File: config.mk
export PLATFORM = sky130hd
export DESIGN_NAME = x_mux_trigger_mc
export DESIGN_NICKNAME = d
export VERILOG_FILES = /design/src/rtl/x_mux_trigger_mc.sv
export SDC_FILE = /design/constraint.sdc
export NUM_CORES = 1
export LEC_CHECK = 0
export CAP_MARGIN = 20
export CORE_MARGIN = 2
export CORE_UTILIZATION = 44
export CTS_BUF_LIST = sky130_fd_sc_hd__clkbuf_4
export DETAILED_ROUTE_END_ITERATION = 6
export PLACE_DENSITY = 0.66
export RECOVER_POWER = 25
export SLEW_MARGIN = 10
export SYNTH_ARGS = -nofsm -noshare
export SYNTH_HDL_FRONTEND = slang
export SYNTH_SLANG_ARGS = --single-unit
File: constraint.sdc
create_clock -name i_clk -period 3.25 [get_ports i_clk]
set_input_delay 0.65 -clock i_clk [delete_from_list [all_inputs] [get_ports i_clk]]
set_output_delay 0.65 -clock i_clk [all_outputs]
set_load 0.02 [all_outputs]
File: src/rtl/x_mux_trigger_mc.sv
// Multi-channel mux trigger: launches an edge into one of p_chans delay chains,
// captures it at a selected tap, counts hits over N repeats, or sweeps taps upward.
// Latency: single 4 cycles, repeat 3N+1, sweep (3N+1)*taps_visited from the accepting edge to done.
// Backpressure: none; go toggles seen while busy are dropped (go_q still tracks i_data[31]).
// Ports: i_clk (96 MHz), i_rst (async active-low), i_data (control word), o_data (status/result).
module x_mux_trigger_mc #(
  parameter int p_chans      = 4,
  parameter int p_taps       = 64,
  parameter int p_model      = 0,
  parameter int p_model_base = 10
) (
  input  logic        i_clk,
  input  logic        i_rst,
  input  logic [31:0] i_data,
  output logic [31:0] o_data
);

  typedef enum logic [2:0] {
    S_IDLE, S_LAUNCH, S_CAPTURE, S_COMPARE, S_NEXT_TAP, S_FINISH
  } state_t;

  state_t state, state_nxt;

  logic               armed;
  logic               go_q;
  logic [2:0]         mode_q;
  logic [3:0]         ch_q;
  logic [7:0]         tap_q;
  logic [15:0]        n_q;
  logic [15:0]        reps;
  logic [15:0]        hits;
  logic               err_q;
  logic [p_chans-1:0] launch;
  logic               capture;
  logic [15:0]        launch_x;
  logic               mux_out;

  // Request decode
  logic [2:0]  req_mode;
  logic [3:0]  req_ch;
  logic [7:0]  req_tap;
  logic [15:0] req_n;
  logic        req_bad;
  logic        go_edge;

  assign req_mode = i_data[30:28];
  assign req_ch   = i_data[27:24];
  assign req_tap  = i_data[23:16];
  assign req_n    = (req_mode == 3'd0 || i_data[15:0] == 16'd0) ? 16'd1 : i_data[15:0];
  assign req_bad  = (req_mode > 3'd2) || ({1'b0, req_ch} >= 5'(p_chans)) ||
                    ({1'b0, req_tap} >= 9'(p_taps));
  // armed keeps the first post-reset sample of i_data[31] from looking like an edge
  assign go_edge  = armed && (i_data[31] != go_q) && (state == S_IDLE);

  assign launch_x = 16'(launch);

  // Compare / sweep decisions
  logic        cmp_hit;
  logic [15:0] hits_inc;
  logic        last_rep;
  logic        found;
  logic        last_tap;

  assign cmp_hit  = (capture == launch_x[ch_q]);
  assign hits_inc = (cmp_hit && hits != 16'hFFFF) ? hits + 16'd1 : hits;
  assign last_rep = (reps == 16'd1);
  assign found    = ({hits, 1'b0} < {1'b0, n_q});
  assign last_tap = ({1'b0, tap_q} == 9'(p_taps - 1));

  // Tap mux source
  if (p_model == 0) begin : g_lut
    logic [15:0] tap_out;
    for (genvar c = 0; c < 16; c++) begin : g_ch
      if (c < p_chans) begin : g_chain
        logic [255:0] row;
        for (genvar i = 0; i < p_taps; i++) begin : g_tap
          (* keep = "true" *) logic buf_out;
          if (i == 0) begin : g_head
            assign buf_out = launch[c];
          end else begin : g_body
            assign buf_out = g_tap[i-1].buf_out;
          end
          assign row[i] = buf_out;
        end
        if (p_taps < 256) begin : g_pad
          assign row[255:p_taps] = '0;
        end
        assign tap_out[c] = row[tap_q];
      end else begin : g_none
        assign tap_out[c] = 1'b0;
      end
    end
    assign mux_out = tap_out[ch_q];
  end else begin : g_model
    // Capture only follows a toggle, so the previous launch value is always ~launch.
    assign mux_out = (int'(tap_q) < p_model_base + 4 * int'(ch_q)) ? launch_x[ch_q]
                                                                    : ~launch_x[ch_q];
  end

  always_ff @(posedge i_clk or negedge i_rst) begin
    if (!i_rst) state <= S_IDLE;
    else        state <= state_nxt;
  end

  always_comb begin
    state_nxt = state;
    case (state)
      S_IDLE:     if (go_edge) state_nxt = req_bad ? S_FINISH : S_LAUNCH;
      S_LAUNCH:   state_nxt = S_CAPTURE;
      S_CAPTURE:  state_nxt = S_COMPARE;
      S_COMPARE:  begin
        if (!last_rep)            state_nxt = S_LAUNCH;
        else if (mode_q == 3'd2)  state_nxt = S_NEXT_TAP;
        else                      state_nxt = S_FINISH;
      end
      // A terminating sweep publishes directly from here so each visited tap costs 3N+1.
      S_NEXT_TAP: state_nxt = (found || last_tap) ? S_IDLE : S_LAUNCH;
      S_FINISH:   state_nxt = S_IDLE;
      default:    state_nxt = S_IDLE;
    endcase
  end

  always_ff @(posedge i_clk or negedge i_rst) begin
    if (!i_rst) begin
      armed   <= 1'b0;
      go_q    <= 1'b0;
      mode_q  <= '0;
      ch_q    <= '0;
      tap_q   <= '0;
      n_q     <= '0;
      reps    <= '0;
      hits    <= '0;
      err_q   <= 1'b0;
      launch  <= '0;
      capture <= 1'b0;
      o_data  <= '0;
    end else begin
      armed <= 1'b1;
      go_q  <= i_data[31];
      case (state)
        S_IDLE: if (go_edge) begin
          mode_q     <= req_mode;
          ch_q       <= req_ch;
          tap_q      <= req_tap;
          n_q        <= req_n;
          reps       <= req_n;
          hits       <= '0;
          err_q      <= req_bad;
          o_data[31] <= 1'b1;
          o_data[30] <= 1'b0;
          o_data[29] <= 1'b0;
        end
        S_LAUNCH: begin
          for (int c = 0; c < p_chans; c++)
            if (ch_q == 4'(c)) launch[c] <= ~launch[c];
        end
        S_CAPTURE: capture <= mux_out;
        S_COMPARE: begin
          hits <= hits_inc;
          reps <= reps - 16'd1;
        end
        S_NEXT_TAP: begin
          if (found)
            o_data <= {1'b0, 1'b1, 1'b0, 1'b0, ch_q, tap_q, hits};
          else if (last_tap)
            o_data <= {1'b0, 1'b1, 1'b0, 1'b0, ch_q, 8'hFF, hits};
          else begin
            tap_q <= tap_q + 8'd1;
            hits  <= '0;
            reps  <= n_q;
          end
        end
        S_FINISH: o_data <= {1'b0, 1'b1, err_q, 1'b0, ch_q, tap_q, hits};
        default: ;
      endcase
    end
  end

endmodule

### Yosys cells after proc, flatten, opt, wreduce, memory -nomap -nowiden

Cells that the tools add are included.

| cells by class | value |
|---|---|
| multipliers | 0 |
| $lt $le $gt $ge | 6 |
| add/sub/neg operators | 3 |
| reductions and logical operators | 25 |
| bitwise gates (word level) | 4 |
| equality and inequality tests | 19 |
| divide/modulo/power cells | 0 |
| multiplexer cells | 37 |
| shift-type cells | 0 |

Operators by type and width:

| cell | number |
|---|---|
| 16-bit two-way mux | 8 |
| 16-bit case mux with 3 select lines | 2 |
| 32-bit two-way mux | 2 |
| 29-bit case mux with 2 select lines | 1 |
| 1-bit binary-select mux with 8-bit select | 4 |
| 8-bit two-way mux | 3 |
| 17-bit by 16-bit less-than comparator with 1-bit output | 1 |
| 16-bit by 1-bit adder with 16-bit output, second input constant | 1 |
| 16-bit by 1-bit equality test with 1-bit output, second input constant | 1 |
| 16-bit zero test | 1 |
| 16-bit inequality test, second input constant | 1 |
| 8-bit case mux with 2 select lines | 1 |
| 16-bit by 1-bit subtractor with 16-bit output, second input constant | 1 |
| 3-bit case mux with 5 select lines | 1 |
| 3-bit two-way mux | 4 |
| 2-bit AND reduction | 6 |
| 3-bit by 2-bit equality test with 1-bit output, second input constant | 3 |
| 8-bit by 9-bit less-than comparator with 1-bit output, second input constant | 1 |
| 3-bit case mux with 3 select lines | 1 |
| 8-bit by 1-bit adder with 8-bit output, second input constant | 1 |
| 1-bit binary-select mux with 4-bit select | 2 |
| 4-bit by 2-bit equality test with 1-bit output, second input constant | 2 |
| 8-bit by 6-bit equality test with 1-bit output, second input constant | 1 |
| 8-bit by 7-bit >= comparator with 1-bit output, second input constant | 1 |
| 21 further kinds | 44 |

| storage, ports and cells | value |
|---|---|
| bits in registers | 106 |
| logic and storage cells | 111 |
| bits in writable memories | 0 |
| latch bits | 0 |
| bits in read-only memories | 0 |
| memories kept | 0 |

### Depth between registers and ports, before layout

Gate-level depths: netlist of run 1.

| depth | value |
|---|---|
| depth after elaboration | 6 |
| gate-level depth with buffers | 11 |
| mapped depth without buffers | 9 |

### Least setup slack after synthesis of run 1

No wires, ideal clock.

| timing | value |
|---|---|
| path type | reg2reg |
| start | register launch[1] |
| end | register hits[11] |
| slack | 0.195 ns |
| arrival time | 2.977 ns |
| stages on the path, launching flop included | 8 |
| required time | 3.172 ns |
| library setup time | 0.078 ns |
| buffers on the path | 0 |
| cells stage by stage | dfrtp_1 > mux4_2 > a21oi_1 > o31a_4 > nor2_4 > nand3_4 > or4_1 > a21oi_1 |

| on the way | value |
|---|---|
| word-level cells in the longest chain between the ends | 6 |

RTL lines:

| what | line | RTL |
|---|---|---|
| start: declaration | 33 | `logic [p_chans-1:0] launch;` |
| start signal: indexed assignment | 155 | `if (ch_q == 4'(c)) launch[c] <= ~launch[c];` |
| 1-bit binary-select mux with 4-bit select | 64 | `assign cmp_hit = (capture == launch_x[ch_q]);` |
| 1-bit two-way mux (not written as such) | 64 |  |
| 1-bit equality test | 64 |  |
| 1-bit logical AND | 65 | `assign hits_inc = (cmp_hit && hits != 16'hFFFF) ? hits + 16'd1 : hits;` |
| 2-bit inequality test (no line) | - |  |
| 5-bit AND reduction (no line) | - |  |
| end signal: assignment | 159 | `hits <= hits_inc;` |
| end: declaration | 31 | `logic [15:0] hits;` |

No other way between the ends. The select of a mux whose other input is x is not followed.
A chain may end at the register's enable or synchronous reset.

### Final worst setup path of run 1

| timing | value |
|---|---|
| start | register hits[11] |
| end | register hits[10] |

| on the way | value |
|---|---|
| word-level cells in the longest chain between the ends | 4 |
| elaborated cells between the ends (all ways) | 6 |
| those cells by class | order compare: 1; eq/ne: 3; reduce/logical: 2 |

RTL lines:

| what |
|---|
| branches (longest 3 deep; another with 17-bit by 16-bit less-than comparator with 1-bit output) |
| 5-bit AND reduction (no line) (*) |

Mark *: on every way between the ends.

==> results of run 1 <==
[power by group through the flow]
stage / logic [mW] / registers (mW) / clock network, mW
6_report: 0.105 / 1.31 / 0.591
3_3_place_gp: 0.108 / 1.33 / 0
3_5_place_dp: 0.109 / 1.33 / 0
5_1_grt: 0.116 / 1.31 / 0.666
2_1_floorplan: 0.0224 / 1.33 / 0
4_1_cts: 0.110 / 1.31 / 0.620
[sequential cells by signal, summed over array words and instances, names as in the netlist, 4 cells and up]
name    flops
ch_q        4
n_q        16
hits       16
o_data     31
launch      4
tap_q       8
reps       16
[worst reg2reg max path: cells and delay by family, from the launching register on]
kind | cells | cell delay (ps)
multiplexers | 1 | 370
flip-flops | 1 | 510
adder cells (fa/ha/maj) | 1 | 370
AND/OR/NAND/NOR | 5 | 1270
AO/OA/AOI/OAI | 1 | 270
[metrics by stage]
step	setup slack [ps]	cell area [µm²]	total power, mW
2_1_floorplan	636.3	5455	1.356
4_1_cts	352.7	6444	2.039
3_3_place_gp	331.4	6334	1.441
5_1_grt	220.4	6426	2.092
3_5_place_dp	297.0	6334	1.442
6_report	369.9	6426	2.005
[worst max-delay path by stage]
| stage | end | cells after the start |
|---|---|---|
| finish | hits[10] | 8 |
| global route | o_data[11] | 8 |
| CTS | hits[10] | 8 |
| detailed placement | hits[10] | 8 |
| global placement | hits[10] | 8 |
| floorplan | o_data[25] | 9 |
[final cells by class]
cell class	count	area share (%)
inverter	24	1.402
sequential	105	40.89
clock inverter	4	0.3115
clock buffer	12	1.402
tap	168	3.271
timing repair buffer	77	11.57
multi-input combinational	427	41.16
[routing by layer]
layer | vias up | routed length (µm) | global-route usage, % | share of wire [%]
li1 | 2213 | - | - | -
met1 | 2280 | 6314 | 30.69 | 45
met2 | 167 | 6584 | 33.80 | 47
met3 | 20 | 814 | 5.693 | 5.8
met4 | 0 | 245 | 7.229 | 1.8
met5 | - | 0 | 0 | 0
==> run summary, run 1 <==
The flow ran to the end, and the final reports show no timing, DRC or antenna violations. Once detailed placement completed, the half-perimeter wirelength came to 10.34 mm. Averaged over all synthesized cells, the footprint is 9.357 µm². The vertical die dimension was 115.3 µm; the count of pins over their slew limit was 0. CTS built an H-tree with a depth of 3. The nature of the critical path endpoint is a flip-flop. On the worst path, the slowest cell contributes a delay of 530 ps. Based on the critical path, the design can be clocked at up to 347.2 MHz. The routed via count divided by cell count is 5.728, and the hold slack is 438.4 ps. TritonCTS built the clock tree. The logic depth of the worst register-to-register path is 8, and the count of warnings emitted by yosys is 0. The final critical delay including setup and external delays works out to 2880 ps. Wires add up to 13.96 mm. The initialized floorplan defines 40 standard-cell rows.

For this design the total switching power over the nets is 0.4715 mW. Largest net degree at the start of global routing: 56. Walking the worst path, the cells encountered are ha_1 -> nand4_1 -> or4_1 -> a31o_2 -> nand4_4 -> nand2_1 -> nor4_1 -> mux2_2. The mapped netlist covers 5455 µm². Sequential cells account for 65.3% of the total power. Synthesis produced a netlist with a net count of 636. In this run, post-CTS repair resized a total of 0 instances. The die covers 13300 µm². At the worst endpoint, the required time is 3630 ps. The slowest cell on the critical path was sky130_fd_sc_hd__or4_1. Measured along the x axis, the die boundary spans 115.3 µm. The number of buffers and inverters on the critical path is 0. 66 I/O pins were placed. Counting tap cells, the placed design contains a total of 801 instances.

In the final design database the tool counted 697 nets. Post-CTS timing repair inserted 0 buffers for setup. Summed over all cells, the static leakage comes to 2.891 nW. The logs give 105 for the clock sink count and 4680 for the total vias in the final route. In this run the critical register-to-register path is captured at hits[10].

The tree is rooted in a sky130_fd_sc_hd__clkbuf_4. Setup violations remaining at the end of the flow were counted as 0. STA classifies the critical path startpoint as a flip-flop. The filler cells instantiated in the layout total 1174.

The clock reaches the later pin of the worst-skew pair after 480 ps. The core region is 12060 µm². The tool flagged a number of max-cap violations equal to 0.

Setup repair after global routing left no endpoint under its margin. The biggest fanout along the worst timing path was 9. The leading cell type in the layout, fill and taps excluded is sky130_fd_sc_hd__dfrtp_1.

The via count of the first global-routing pass is 4529, and the max-slew headroom at the worst pin is 10.45%. Initial antenna violation count: 0. For this block, the initial DRC count from the detailed router was 481. For this run, design rule violations remaining after detail routing come to 0. Clock transition at the register clock pins on the worst setup and hold paths after CTS: 150 ps.

In this run the critical register-to-register path is launched from hits[11]. The iteration count of the initial detailed-routing pass is 7, and the fraction of power spent switching nets is 23.52%. The total global routing overflow came out at 0. The number of endpoints with negative hold slack in the final report came out at 0. The run gives 0.8813 as the placer's final routability congestion estimate. For the sequential cell area in the final layout, the log shows 2628 µm².

For this run, the share of the core covered by cells in the final layout is 53.28%. The first global-routing pass estimated 22.89 mm of wire. Once detail routing completed, the nets flagged for antenna violations numbered 0. Global routing used 22.07% of the available tracks across all layers.

The repair_antennas step left the layout with diodes totalling 0. The maximum count of clock buffers along a single path is 2. For the footprint of the multi-input gates, the log shows 2645 µm².

Broken down by cell family, the worst path's largest delay share belongs to simple AND/OR/NAND/NOR gates. In the layout the commonest cells are sky130_fd_sc_hd__dfrtp_1 (105), sky130_fd_sc_hd__nand2_1 (74), sky130_fd_sc_hd__clkdlybuf4s50_1 (62), sky130_fd_sc_hd__nor2_1 (61), sky130_fd_sc_hd__a21oi_1 (47). Dividing total power by cell area gives a power density of 312.0 nW/µm².

STA puts the critical path data arrival time at 3260 ps. The critical path is of the reg -> reg type. Across the VDD grid, the largest voltage drop is 0.2359 mV.

Buffers placed on the I/O ports in this run total 64. Hold repair after CTS inserted 0 buffers. The number of standard cells in the final layout excluding fillers is 817. The clock arrives with 13.46 ps of skew.

After routing, the total negative slack on setup checks comes to 0 ps. At the pin with the least slew margin, the transition time is 1343 ps. The type of the worst min-delay path was in -> async. Synthesis handed over a netlist of 583 instances. Final critical-path share of the clock period: 88.62%. Dividing the detail-routed wire length by the instance count gives 17.08 µm. The internal portion of the total power is 1.533 mW.

The layout-stage area growth over the synthesis result is 17.80%. The flop-to-flop setup slack was 370 ps; the clock buffer count from CTS was 9. The tools report the beginning of the critical path as hits[11]. In the final layout, the share of cells above drive strength 1 is 10.63%. The logs give 5.2% for the fraction of power consumed by combinational cells and 29.5% for the share of power burned in the clock network. The initial utilization of the core area, before any placement, comes to 45.23%.
Note: power is estimated with default switching activity, not from simulation.
==> run 2, diff against run 1 <==
SLEW_MARGIN = 15   (was 10)
==> results of run 2 <==
No change in the layout: final DEF, timing and power equal those of run 1.
==> run 3, diff against run 2 <==
DONT_BUFFER_PORTS = 1   (was unset)
PLACE_DENSITY = unset   (was 0.66)
SLEW_MARGIN = 20   (was 15)
TNS_END_PERCENT = 50   (was unset)
==> run 3 against run 2 <==
Against the previous run: the run now ends with capacitance limit, slew limit left; global-route usage shrank 0.37 points; hold slack worse by 260 ps; sequential power is essentially flat; die area unchanged; setup slack lost 9.7 ps; cell count decreased by 7.6%; first-iteration DRC count down 31%; clock skew is 3.4 ps lower; critical endpoint unchanged; largest power group unchanged.
==> run summary, run 3 (synthesis results as in run 1) <==
CTS built an H-tree with a depth of 3. The clock transition at the register clock pins on the worst setup and hold paths after CTS is 160 ps, and the mean routed wirelength per cell is 18.04 µm. Summing over every cut layer, the via total after detailed routing is 4393. The logs give 48.88% for the utilization of the core after routing and 2.279 mW for the overall power of the completed layout. Of the cells placed in the final design, the portion with a size suffix greater than 1 is 12.44%. Walking the worst path, the cells encountered are ha_1 -> nand4b_1 -> or4_1 -> a31o_2 -> nand4_4 -> nand2_1 -> nor4_1 -> mux2_2.

The tools report the die outline area as 13300 µm². The largest single stage delay on the critical path is 560 ps. The logs give 360 ps for the flop-to-flop setup slack and 346.1 MHz for the fmax.

Family with the most delay on the worst path: simple AND/OR/NAND/NOR gates. The library cell used most frequently in the layout, excluding fill and tap cells, is sky130_fd_sc_hd__dfrtp_1. The buffer cell driving the clock tree root is sky130_fd_sc_hd__clkbuf_4. Net switching is 20.72% of the power.

The number of endpoints with negative hold slack in the final report came out at 0. The max-slew headroom at the worst pin came out at -71.72%. The tree built by TritonCTS fans out to 105 sinks. The width of the die was 115.3 µm. The routed via count divided by cell count was 5.819. The tools report the net count reported at finish as 635. After detailed placement, the design holds a cell count of 738. The count of nets left with antenna violations once routing finished came out at 0. Across all setup checks in the final design, the least slack found is 360.3 ps.

The number of primary I/O pins came out at 66. Data on the critical path is required at its endpoint by 3630 ps. The slowest cell on the critical path was sky130_fd_sc_hd__or4_1.

After detailed routing, the number of remaining DRC violations is 0. In the layout the commonest cells are sky130_fd_sc_hd__dfrtp_1 (105), sky130_fd_sc_hd__nand2_1 (74), sky130_fd_sc_hd__nor2_1 (60), sky130_fd_sc_hd__a21oi_1 (47), sky130_fd_sc_hd__o21ai_0 (43). The min-delay analysis places its worst path in the category in -> reg. Summed over all cells, the static leakage comes to 2.709 nW. Counting the fill cells in the layout gives 1119.

For the initial antenna violation count, the log shows 0. The run gives 0.8671 as the placer's final routability congestion estimate. The first global-routing pass estimated 22.17 mm of wire. Sequential cells burn 57.4% of the power. The detailed router finished its first iteration with 331 violations. The port buffer count was 0. Layout-stage area growth over the synthesis result: 8.073%. More flip-flops sit in one register than any other, and that register is o_data. Power spread over the standard cell area amounts to 386.5 nW/µm².

The count of pins over their slew limit is 106. Setup violations remaining at the end of the flow were counted as 0. Via count of the first global-routing pass: 4265. Once layout is done, the placed cells without fillers occupy 5896 µm². The flow ran to the end, but the final reports show violations.

The tools report the iteration count of the initial detailed-routing pass as 6. The final worst clock skew was 10.08 ps. TritonCTS built the clock tree. Clock latency on the worst-skew pair, taken at its later pin, is 470 ps. The die is 115.3 µm tall. Setup repair after global routing left no endpoint under its margin. The biggest fanout along the worst timing path is 9. The buffers inserted during post-CTS setup optimization was 0; the fraction of power consumed by combinational cells was 2.3%. The tools report the number of maximum-capacitance constraint violations as 1. The checks that failed: capacitance limit, slew limit.

The number of antenna diodes is 0, and the number of buffer and inverter stages on the critical path is 0. Across every metal layer, demand over resource in global routing totals 21.69%. The worst setup path is captured at a flip-flop. The placement row count is 40, and the post-detailed-placement half-perimeter wirelength is 9.827 mm. The clock passes through at most 2 buffers. The tools report the startpoint type of the worst setup path as a flip-flop.

The starting utilization of the core area is 45.23%, and the standard cell core area is 12060 µm². The tightest hold path in the finished design has a slack of 178.9 ps. Summed over all layers, the global routing overflow is 0.

Summing all placed instances gives a cell area of 5680 µm². Type of the worst setup path: reg -> reg. Internal power comes to 1.806 mW. The smallest clock period supported by the final layout is computed as 2890 ps. Excluding fillers, the count of instances in the completed layout stands at 755. After detailed routing, the total wire length is 13.62 mm. Per report_power, the clock group accounts for 40.2% of the total. The tools report the worst setup timing slack at the placement stage as 365.7 ps. Entering global routing, the biggest net connects 106 pins.

The data arrival time of the critical path is 3270 ps, and the flip-flop count of the largest register, all copies and words added is 31. The run gives 0 ps as the final-layout setup total negative slack. The power spent charging and discharging nets is 0.4722 mW, and the pin slew with the least headroom to its limit is 2576 ps.

VDD sags by at most 0.2131 mV. The run gives 9 as the clock buffer count from CTS. The final critical-path share of the clock period works out to 88.91%.
-- run 3: cell count changes in the layout (fill, tap and decap cells not counted), sizes merged --
cell / previous run / this run
buf: 12 / 14
bufinv: 0 / 4
clkbuf: 14 / 12
clkdlybuf4s50: 62 / 0
clkinv: 3 / 0
dlygate4sd3: 1 / 0
-- run 3: layer usage --
metal	wire (µm)	vias to the layer above	track usage, %
met5	0	-	0
met4	409	0	10.76
met3	1022	36	5.799
met2	6135	174	31.31
met1	6054	2094	30.16
li1	-	2089	-
-- run 3: repair_timing --
| action | in CTS | in global routing |
|---|---|---|
| resized for setup | 0 | 0 |
| endpoints found under the hold margin | 105 | 0 |
| hold buffers | 1 | 0 |
-- run 3: worst paths after layout --
path,start,end,depth (start not counted)
setup / recovery,hits[13],hits[10],8
hold / removal,i_data[31],go_q,0
setup reg to reg,hits[13],hits[10],8
hold reg to reg,launch[0],launch[0],1
max in group asynchronous,i_rst,o_data[1],1
min in group asynchronous,i_rst,reps[4],1
-- run 3: cell type report --
class                           count  area (µm²)  area share [%]
Multi-Input combinational cell    427        2648           44.91
Sequential cell                   105        2628           44.57
Tap cell                          168       210.2           3.565
Clock inverter                      5       127.6           2.165
Timing Repair Buffer               15       110.1           1.868
Inverter                           24       90.09           1.528
Clock buffer                       11       82.58           1.401
-- run 3: power by group through the flow --
stage | logic (mW) | clock network (mW) | registers, mW
final | 0.0532 | 0.916 | 1.31
after global routing | 0.0619 | 0.996 | 1.31
after CTS | 0.0582 | 0.945 | 1.31
after detailed placement | 0.0279 | 0 | 1.33
after global placement | 0.0284 | 0 | 1.33
after floorplan | 0.0224 | 0 | 1.33
